$ cat src/rtl/imem_boot_ctrl_pkg.sv
// Shared state encodings and default geometry for the instruction-memory boot sequencer.
// IMEM_BOOT_CSUM_EN adds the CSUM state; its encoding is reserved in every build.
package imem_boot_ctrl_pkg;

    localparam logic [2:0] ST_LOAD  = 3'd0;
    localparam logic [2:0] ST_CSUM  = 3'd1;
    localparam logic [2:0] ST_DRAIN = 3'd2;
    localparam logic [2:0] ST_RUN   = 3'd3;
    localparam logic [2:0] ST_ERR   = 3'd4;

    localparam logic [31:0] BOOT_BASE_ADDR = 32'h0000_0000;
    localparam int          BOOT_MAX_BYTES = 1024;

endpackage

$ cat src/rtl/imem_csum.sv
// Mod-256 image checksum accumulator; is_zero looks one byte ahead (acc + din).
// Instantiated by imem_boot_ctrl only when IMEM_BOOT_CSUM_EN is defined.
module imem_csum (
    input  logic       clk,
    input  logic       rst_n,
    input  logic       clr,
    input  logic       add_en,
    input  logic [7:0] din,
    output logic       is_zero
);

    logic [7:0] acc;
    logic [7:0] nxt;

    assign nxt     = acc + din;
    assign is_zero = (nxt == 8'h00);

    always_ff @(posedge clk or negedge rst_n) begin
        if (!rst_n) begin
            acc <= 8'h00;
        end else if (clr) begin
            acc <= 8'h00;
        end else if (add_en) begin
            acc <= nxt;
        end
    end

endmodule

$ cat src/rtl/imem_boot_ctrl.sv
// Boot sequencer: streams loader bytes into the IMEM write port, then hands the port to fetch.
// Define IMEM_BOOT_CSUM_EN to require a trailing mod-256 checksum byte.
module imem_boot_ctrl
    import imem_boot_ctrl_pkg::*;
#(
    parameter logic [31:0] BASE_ADDR = BOOT_BASE_ADDR,
    parameter int          MAX_BYTES = BOOT_MAX_BYTES
) (
    input  logic        clk,
    input  logic        rst_n,
    input  logic        ld_valid,
    input  logic [7:0]  ld_data,
    input  logic        ld_last,
    output logic        ld_ready,
    input  logic [31:0] fetch_addr,
    output logic [31:0] mem_addr,
    output logic [7:0]  mem_wdata,
    output logic        mem_we,
    output logic        cpu_stall,
    output logic        boot_done,
    output logic        boot_err
);

    localparam int             CW       = $clog2(MAX_BYTES) + 1;
    localparam logic [CW-1:0]  CNT_FULL = CW'(MAX_BYTES);

    logic [2:0]    state;
    logic [2:0]    state_nx;
    logic          live;
    logic [CW-1:0] count;
    logic          we_q;
    logic [7:0]    wdata_q;
    logic [31:0]   waddr_q;

    logic in_load;
    logic in_csum;
    logic in_run;
    logic in_err;
    logic full;
    logic accept;
    logic do_write;

    assign in_load  = (state == ST_LOAD);
    assign in_csum  = (state == ST_CSUM);
    assign in_run   = (state == ST_RUN);
    assign in_err   = (state == ST_ERR);
    assign full     = (count == CNT_FULL);
    assign accept   = ld_valid & ld_ready;
    assign do_write = accept & in_load & ~full;

`ifdef IMEM_BOOT_CSUM_EN
    logic csum_ok;

    imem_csum u_csum (
        .clk     (clk),
        .rst_n   (rst_n),
        .clr     (1'b0),
        .add_en  (do_write | (accept & in_csum)),
        .din     (ld_data),
        .is_zero (csum_ok)
    );
`endif

    always_ff @(posedge clk or negedge rst_n) begin
        if (!rst_n) begin
            state <= ST_LOAD;
        end else begin
            state <= state_nx;
        end
    end

    always_comb begin
        state_nx = state;
        unique case (state)
            ST_LOAD: begin
                if (accept) begin
                    if (full) begin
                        state_nx = ST_ERR;
                    end else if (ld_last) begin
`ifdef IMEM_BOOT_CSUM_EN
                        state_nx = ST_CSUM;
`else
                        state_nx = ST_DRAIN;
`endif
                    end
                end
            end
            ST_CSUM: begin
`ifdef IMEM_BOOT_CSUM_EN
                if (accept) begin
                    state_nx = csum_ok ? ST_DRAIN : ST_ERR;
                end
`else
                state_nx = ST_ERR;
`endif
            end
            ST_DRAIN: state_nx = ST_RUN;
            ST_RUN:   state_nx = ST_RUN;
            ST_ERR:   state_nx = ST_ERR;
            default:  state_nx = ST_ERR;
        endcase
    end

    always_comb begin
        ld_ready  = 1'b0;
        cpu_stall = 1'b1;
        boot_done = 1'b0;
        boot_err  = 1'b0;
        mem_addr  = waddr_q;
        unique case (1'b1)
            in_load, in_csum: ld_ready = live;
            in_run: begin
                cpu_stall = 1'b0;
                boot_done = 1'b1;
                mem_addr  = fetch_addr;
            end
            in_err:  boot_err = 1'b1;
            default: ;
        endcase
    end

    assign mem_we    = we_q;
    assign mem_wdata = wdata_q;

    // live holds ld_ready low until the first edge after reset release
    always_ff @(posedge clk or negedge rst_n) begin
        if (!rst_n) begin
            live <= 1'b0;
        end else begin
            live <= 1'b1;
        end
    end

    always_ff @(posedge clk or negedge rst_n) begin
        if (!rst_n) begin
            count   <= '0;
            we_q    <= 1'b0;
            wdata_q <= 8'h00;
            waddr_q <= 32'h0000_0000;
        end else begin
            we_q <= do_write;
            if (do_write) begin
                count   <= count + CW'(1);
                wdata_q <= ld_data;
                waddr_q <= BASE_ADDR + 32'(count);
            end
        end
    end

endmodule
$ cat config.mk
export PLATFORM = sky130hd
export DESIGN_NAME = imem_boot_ctrl
export DESIGN_NICKNAME = d
export VERILOG_FILES = /design/src/rtl/imem_boot_ctrl_pkg.sv /design/src/rtl/imem_csum.sv /design/src/rtl/imem_boot_ctrl.sv
export SDC_FILE = /design/constraint.sdc
export NUM_CORES = 1
export LEC_CHECK = 0
export BUFFER_PORTS_ARGS = -buffer_cell sky130_fd_sc_hd__buf_4
export CORE_ASPECT_RATIO = 1.2
export CORE_MARGIN = 2
export CORE_UTILIZATION = 43
export CTS_BUF_LIST = sky130_fd_sc_hd__clkbuf_8
export DETAILED_ROUTE_END_ITERATION = 12
export PLACE_DENSITY = 0.79
export SETUP_SLACK_MARGIN = 0.3
export SLEW_MARGIN = 20
export SYNTH_ARGS = -nofsm -noshare
export SYNTH_HDL_FRONTEND = slang
export SYNTH_SLANG_ARGS = --single-unit
$ cat constraint.sdc
create_clock -name clk -period 1.75 [get_ports clk]
set_input_delay 0.175 -clock clk [delete_from_list [all_inputs] [get_ports clk]]
set_output_delay 0.175 -clock clk [all_outputs]
set_load 0.1 [all_outputs]
==> flow_results.xml, run 1 <==
<?xml version="1.0" encoding="UTF-8"?>
<metrics>
  <group name="die">
    <metric name="initial_core_util" unit="%">45.4</metric>
    <metric name="design.portCount" unit="">89</metric>
    <metric name="die_w" unit="um">63.4</metric>
    <metric name="rows" unit="">25</metric>
    <metric name="fp.dieH" unit="um">75.3</metric>
  </group>
  <group name="synth">
    <metric name="mappedNetlistNets" unit="">191</metric>
    <metric name="synth.avg_cell_area" unit="sq um">12.5</metric>
    <metric name="synth-main-ff-cell" unit="">sky130_fd_sc_hd__dfrtp_1</metric>
    <metric name="post_synth_edffs" unit="">0</metric>
    <metric name="share_of_flip_flops_with_an_asynchronous_set_or_reset" unit="%">100</metric>
    <metric name="synth.yosys.seq_area_share" unit="%">48.1</metric>
    <metric name="ys_ff_latch" unit="">35</metric>
    <metric name="mappedNetlistArea" unit="sq um">1820</metric>
    <metric name="yosys.cell_types.count" unit="">34</metric>
    <metric name="synth_top_area_cell" unit="">sky130_fd_sc_hd__dfrtp_1</metric>
    <metric name="synth_top_cell_area_share" unit="%">48.1</metric>
    <metric name="synth_warn" unit="">0</metric>
    <metric name="synthTopCellsByArea" unit="">sky130_fd_sc_hd__dfrtp_1, sky130_fd_sc_hd__mux2_2, sky130_fd_sc_hd__and3_1</metric>
    <metric name="syn-instance-count" unit="">145</metric>
  </group>
  <group name="clock_network">
    <metric name="cts.sinks" unit="">35</metric>
    <metric name="cts-htree-levels" unit="">2</metric>
    <metric name="cts_root_buf" unit="">sky130_fd_sc_hd__clkbuf_8</metric>
    <metric name="clock_tree.buffer_depth" unit="">2</metric>
    <metric name="num_cts_buffers" unit="">5</metric>
  </group>
  <group name="run_status">
    <metric name="stage_at_which_the_flow_ended" unit="">global routing (5_1_grt)</metric>
    <metric name="first-error" unit="">[ERROR DPL-0033] detailed placement checks failed during check placement.</metric>
    <metric name="result_of_the_run" unit="">stopped before the end</metric>
  </group>
  <group name="place">
    <metric name="place_ws" unit="ps">39.8</metric>
    <metric name="dp_hpwl" unit="um">3460</metric>
    <metric name="globalplace.congestion" unit="">0.716</metric>
    <metric name="io_buffer_count" unit="">88</metric>
    <metric name="place_inst" unit="">296</metric>
  </group>
  <group name="sta">
    <metric name="grt-worst-endpoint" unit="">mem_addr[11]</metric>
    <metric name="endpoint_type" unit="">primary output</metric>
  </group>
  <group name="grt">
    <metric name="grt_start_max_net_pins" unit="">36</metric>
    <metric name="initial_antenna_violation_count" unit="">0</metric>
  </group>
</metrics>
-- cell families after synthesis --
group,after synthesis,synth area share (%)
AO/OA/AOI/OAI,7,2.68
XOR/XNOR,9,4.33
adder cells (fa/ha/maj),2,1.38
buffers and inverters,12,3.30
flip-flops,35,48.1
multiplexers,28,18.8
other,1,0.206
AND/OR/NAND/NOR,51,21.2
-- stage by stage --
| step | utilization (%) | area (sq um) | hold WS [ps] |
|---|---|---|---|
| 4_1_cts | 92.8 | 3710 | 85.9 |
| 3_5_place_dp | 71.2 | 2850 | 147 |
| 3_3_place_gp | 71.2 | 2850 | 144 |
| 2_1_floorplan | - | 2050 | -121 |
-- Yosys cell counts (all sizes together) (2+ instances only) --
library cell	number
nor4b	2
nor3b	2
dfrtp	35
xor2	6
ha	2
nand4	2
nor4	3
nor3	3
nand2	9
nor2	3
clkbuf	4
a22o	3
mux2	28
and3	22
o21ai	2
buf	3
inv	5
nand3	3
xnor2	3
-- timing repair --
item,in CTS
pin swaps,17
cloned,4
hold endpoints to repair,35
resized for setup,140
setup endpoints to repair,60
buffers inserted,11
hold buffers,1
==> inputs of run 2 (changes only) <==
--- a/config.mk
+++ b/config.mk
@@ -6,13 +6,10 @@
 export NUM_CORES = 1
 export LEC_CHECK = 0
 export BUFFER_PORTS_ARGS = -buffer_cell sky130_fd_sc_hd__buf_4
-export CORE_ASPECT_RATIO = 1.2
 export CORE_MARGIN = 2
-export CORE_UTILIZATION = 43
-export CTS_BUF_LIST = sky130_fd_sc_hd__clkbuf_8
+export CORE_UTILIZATION = 33
 export DETAILED_ROUTE_END_ITERATION = 12
-export PLACE_DENSITY = 0.79
-export SETUP_SLACK_MARGIN = 0.3
+export PLACE_DENSITY_LB_ADDON = 0.15
 export SLEW_MARGIN = 20
 export SYNTH_ARGS = -nofsm -noshare
 export SYNTH_HDL_FRONTEND = slang
==> constraint.sdc (replaced) <==
create_clock -name clk -period 2.3 [get_ports clk]
set_input_delay 0.23 -clock clk [delete_from_list [all_inputs] [get_ports clk]]
set_output_delay 0.23 -clock clk [all_outputs]
set_load 0.1 [all_outputs]
==> run 2 against run 1 <==
The run now ends clean. Synthesized cell count unchanged. Area after synthesis stayed put.
==> flow_results.xml, run 2 <==
<?xml version="1.0" encoding="UTF-8"?>
<metrics>
  <group name="grt">
    <metric name="grt_start_max_net_pins" unit="">36</metric>
    <metric name="globalRoute.totalOverflow" unit="">0</metric>
    <metric name="globalRouteTotalUtil" unit="%">13.8</metric>
    <metric name="global_route_wire_length_before_repair" unit="um">6810</metric>
    <metric name="grt_pass1_vias" unit="">1427</metric>
    <metric name="initial_antenna_violation_count" unit="">0</metric>
  </group>
  <group name="setup_path">
    <metric name="crit_fanout" unit="">12</metric>
    <metric name="cp_data_required_time" unit="ps">2070</metric>
    <metric name="setup.worst_path.class" unit="">flip-flop to primary output</metric>
    <metric name="critPathLaunchType" unit="">flip-flop</metric>
    <metric name="critical_path.endpoint_type" unit="">primary output</metric>
    <metric name="cp_data_arrival_time" unit="ps">1870</metric>
  </group>
  <group name="power_and_ir_drop">
    <metric name="internal_power" unit="mW">1.02</metric>
    <metric name="powerDensity" unit="nW/um^2">464</metric>
    <metric name="power.share.sequential" unit="%">49.3</metric>
    <metric name="combPwrFrac" unit="%">5.6</metric>
    <metric name="clock_power_share" unit="%">45.1</metric>
    <metric name="power.ir.vdd_worst" unit="mV">0.318</metric>
    <metric name="total_power" unit="mW">1.25</metric>
    <metric name="leakage" unit="nW">1.52</metric>
    <metric name="power_switching_share" unit="%">18.9</metric>
    <metric name="p_sw" unit="mW">0.237</metric>
  </group>
  <group name="synth">
    <metric name="yosys.cell_types.count" unit="">34</metric>
    <metric name="ys_ff_latch" unit="">35</metric>
    <metric name="post_synth_edffs" unit="">0</metric>
    <metric name="syn-instance-count" unit="">145</metric>
    <metric name="synth.avg_cell_area" unit="sq um">12.5</metric>
    <metric name="synthTopCellsByArea" unit="">sky130_fd_sc_hd__dfrtp_1, sky130_fd_sc_hd__mux2_2, sky130_fd_sc_hd__and3_1</metric>
    <metric name="synth_most_common_cell" unit="">sky130_fd_sc_hd__dfrtp_1</metric>
    <metric name="synth_top_cell_area_share" unit="%">48.1</metric>
    <metric name="synthSimpleGateAreaFrac" unit="%">21.2</metric>
    <metric name="share_of_flip_flops_with_an_asynchronous_set_or_reset" unit="%">100</metric>
    <metric name="synth_xor_area_share" unit="%">4.33</metric>
    <metric name="mappedNetlistNets" unit="">191</metric>
    <metric name="synth_warn" unit="">0</metric>
    <metric name="synth.yosys.seq_area_share" unit="%">48.1</metric>
    <metric name="synth_commonest_cells" unit="">sky130_fd_sc_hd__dfrtp_1, sky130_fd_sc_hd__and3_1, sky130_fd_sc_hd__mux2_2, sky130_fd_sc_hd__nand2_1, sky130_fd_sc_hd__mux2_4</metric>
    <metric name="synth_compound_gate_area_share" unit="%">2.68</metric>
    <metric name="mappedNetlistArea" unit="sq um">1820</metric>
    <metric name="synth_top_area_cell" unit="">sky130_fd_sc_hd__dfrtp_1</metric>
    <metric name="synth-main-ff-cell" unit="">sky130_fd_sc_hd__dfrtp_1</metric>
    <metric name="synth_top_family_by_area" unit="">simple AND/OR/NAND/NOR gates</metric>
    <metric name="synth_mux_area_share" unit="%">18.8</metric>
    <metric name="synth_fa_ha_area_share" unit="%">1.38</metric>
  </group>
  <group name="routing">
    <metric name="wirelength" unit="um">4090</metric>
    <metric name="detail_route.wl_per_cell" unit="um">13.2</metric>
    <metric name="dr.pass1.iters" unit="">4</metric>
    <metric name="route.antenna.remaining_nets" unit="">0</metric>
    <metric name="viasPerCell" unit="">4.57</metric>
    <metric name="detailed_route_iter0_violations" unit="">51</metric>
    <metric name="vias" unit="">1417</metric>
    <metric name="route.detailed.drc" unit="">0</metric>
  </group>
  <group name="sta">
    <metric name="setup_ws" unit="ps">201</metric>
    <metric name="final.period_utilization" unit="%">91.2</metric>
    <metric name="final.setup.tns" unit="ps">0</metric>
    <metric name="clock_skews" unit="ps">5.08</metric>
    <metric name="final-max-slew-violation-count" unit="">0</metric>
    <metric name="max_freq" unit="MHz">477</metric>
    <metric name="period_needed" unit="ps">2100</metric>
    <metric name="timing.final.hold_violations" unit="">0</metric>
    <metric name="number_of_failing_setup_endpoints_in_the_final_timing_report" unit="">0</metric>
    <metric name="unrepaired_setup_endpoints_after_global_routing" unit="">no</metric>
  </group>
  <group name="die">
    <metric name="placeableCoreArea" unit="sq um">5410</metric>
    <metric name="design.portCount" unit="">89</metric>
    <metric name="initial_core_util" unit="%">33.7</metric>
    <metric name="die_w" unit="um">78.3</metric>
    <metric name="fp.dieH" unit="um">78.3</metric>
    <metric name="die_area" unit="sq um">6120</metric>
    <metric name="rows" unit="">27</metric>
  </group>
  <group name="worst_hold_path">
    <metric name="holdCritPathClass" unit="">input pin to flip-flop</metric>
  </group>
  <group name="finish">
    <metric name="post_layout_nonfiller_instances" unit="">310</metric>
    <metric name="mostFrequentLayoutCell" unit="">sky130_fd_sc_hd__buf_4</metric>
    <metric name="area_growth_syn_to_layout" unit="%">48.3</metric>
    <metric name="drive_above_1_share" unit="%">58.8</metric>
    <metric name="antenna-diode-count" unit="">0</metric>
    <metric name="fin_area" unit="sq um">2700</metric>
    <metric name="numnets_final" unit="">283</metric>
    <metric name="layout_common_cells" unit="">sky130_fd_sc_hd__buf_4, sky130_fd_sc_hd__dfrtp_1, sky130_fd_sc_hd__and3_1, sky130_fd_sc_hd__mux2_2</metric>
  </group>
  <group name="clock_network">
    <metric name="clock_insertion_delay_worst_skew" unit="ps">280</metric>
    <metric name="cts_root_buf" unit="">sky130_fd_sc_hd__clkbuf_8</metric>
    <metric name="num_cts_buffers" unit="">5</metric>
    <metric name="cts.sinks" unit="">35</metric>
    <metric name="clock_tree.buffer_depth" unit="">2</metric>
    <metric name="cts-htree-levels" unit="">2</metric>
    <metric name="cts_clk_pin_slew_worst_paths" unit="ps">70</metric>
    <metric name="setup_fix_buffers_added_after_clock_tree_synthesis" unit="">0</metric>
    <metric name="cts_tree" unit="">done</metric>
  </group>
  <group name="place">
    <metric name="place_area" unit="sq um">2570</metric>
    <metric name="globalplace.congestion" unit="">0.770</metric>
    <metric name="dp_hpwl" unit="um">3070</metric>
    <metric name="place_inst" unit="">301</metric>
    <metric name="place_ws" unit="ps">396</metric>
    <metric name="io_buffer_count" unit="">88</metric>
  </group>
  <group name="flow_run">
    <metric name="maxCapViolCount" unit="">0</metric>
  </group>
  <group name="run_status">
    <metric name="result_of_the_run" unit="">finished clean</metric>
  </group>
</metrics>
[run 2: cell counts after synthesis]
No cell type changed its count.
[run 2: what timing repair did]
action | CTS | global route
endpoints found under the setup margin | 0 | 2
gates resized for setup | 0 | 1
hold endpoints to repair | 35 | 0
hold buffers | 1 | 0
[run 2: final timing paths]
path,slack (ps),endpoint,cells after the start,startpoint
worst max-delay path,200,mem_addr[6],6,state[1]$_DFFE_PN0P_
worst min register to register,500,waddr_q[3]$_DFFE_PN0P_,1,waddr_q[3]$_DFFE_PN0P_
worst min-delay path,150,state[1]$_DFFE_PN0P_,2,ld_last
worst max register to register,390,mem_wdata[1]$_DFFE_PN0P_,7,count[0]$_DFFE_PN0P_
min in group asynchronous,430,mem_wdata[1]$_DFFE_PN0P_,2,rst_n
max in group asynchronous,1570,waddr_q[2]$_DFFE_PN0P_,2,rst_n
[run 2: layout make-up]
cell class	instances	area (sq um)
clock buffer	6	82.6
clock inverter	2	35.0
fill	511	2710
inverter	5	20.0
multi-input combinational	98	901
sequential	35	876
tap	72	90.1
timing repair buffer	92	693
[run 2: cell families after synthesis]
| kind of cell | count (synthesis) |
|---|---|
| and+or+nand+nor | 51 |
| DFF | 35 |
| muxes | 28 |
| buffers and inverters | 12 |
| xor gates and xnor gates | 9 |
| AOI/OAI and AO/OA | 7 |
| adders and majority gates | 2 |
| other | 1 |
[run 2: layer usage]
layer  up-vias  share of wire [%]  global-route usage [%]
li1        694                  -                       -
met1       686                 44                    17.8
met2        34                 50                    23.0
met3         3                5.7                    3.79
met4         0               0.66                    3.16
met5         -                  0                       0
[run 2: stage by stage]
step | hold slack [ps] | utilization (%)
6_report | 147 | 49.9
3_3_place_gp | 210 | 47.5
3_5_place_dp | 209 | 47.5
4_1_cts | 139 | 49.9
5_1_grt | 130 | 49.9
2_1_floorplan | -65.6 | -
[run 2: power groups by stage]
| stage | Combinational (mW) | Sequential [mW] | Clock [mW] |
|---|---|---|---|
| 2_1_floorplan | 0.00364 | 0.629 | 0 |
| 3_3_place_gp | 0.0698 | 0.629 | 0 |
| 3_5_place_dp | 0.0707 | 0.629 | 0 |
| 4_1_cts | 0.0720 | 0.617 | 0.580 |
| 5_1_grt | 0.0779 | 0.617 | 0.611 |
| 6_report | 0.0702 | 0.617 | 0.565 |
[run 2: worst max-delay path, cell delays in order, from the launching register on]
cell	delay, ps
sky130_fd_sc_hd__dfrtp_1	470
sky130_fd_sc_hd__inv_1	100
sky130_fd_sc_hd__nor2_2	170
sky130_fd_sc_hd__nand2_4	70
sky130_fd_sc_hd__clkinv_2	180
sky130_fd_sc_hd__mux2_2	360
sky130_fd_sc_hd__buf_4	230
Note: power is estimated with default switching activity, not from simulation.
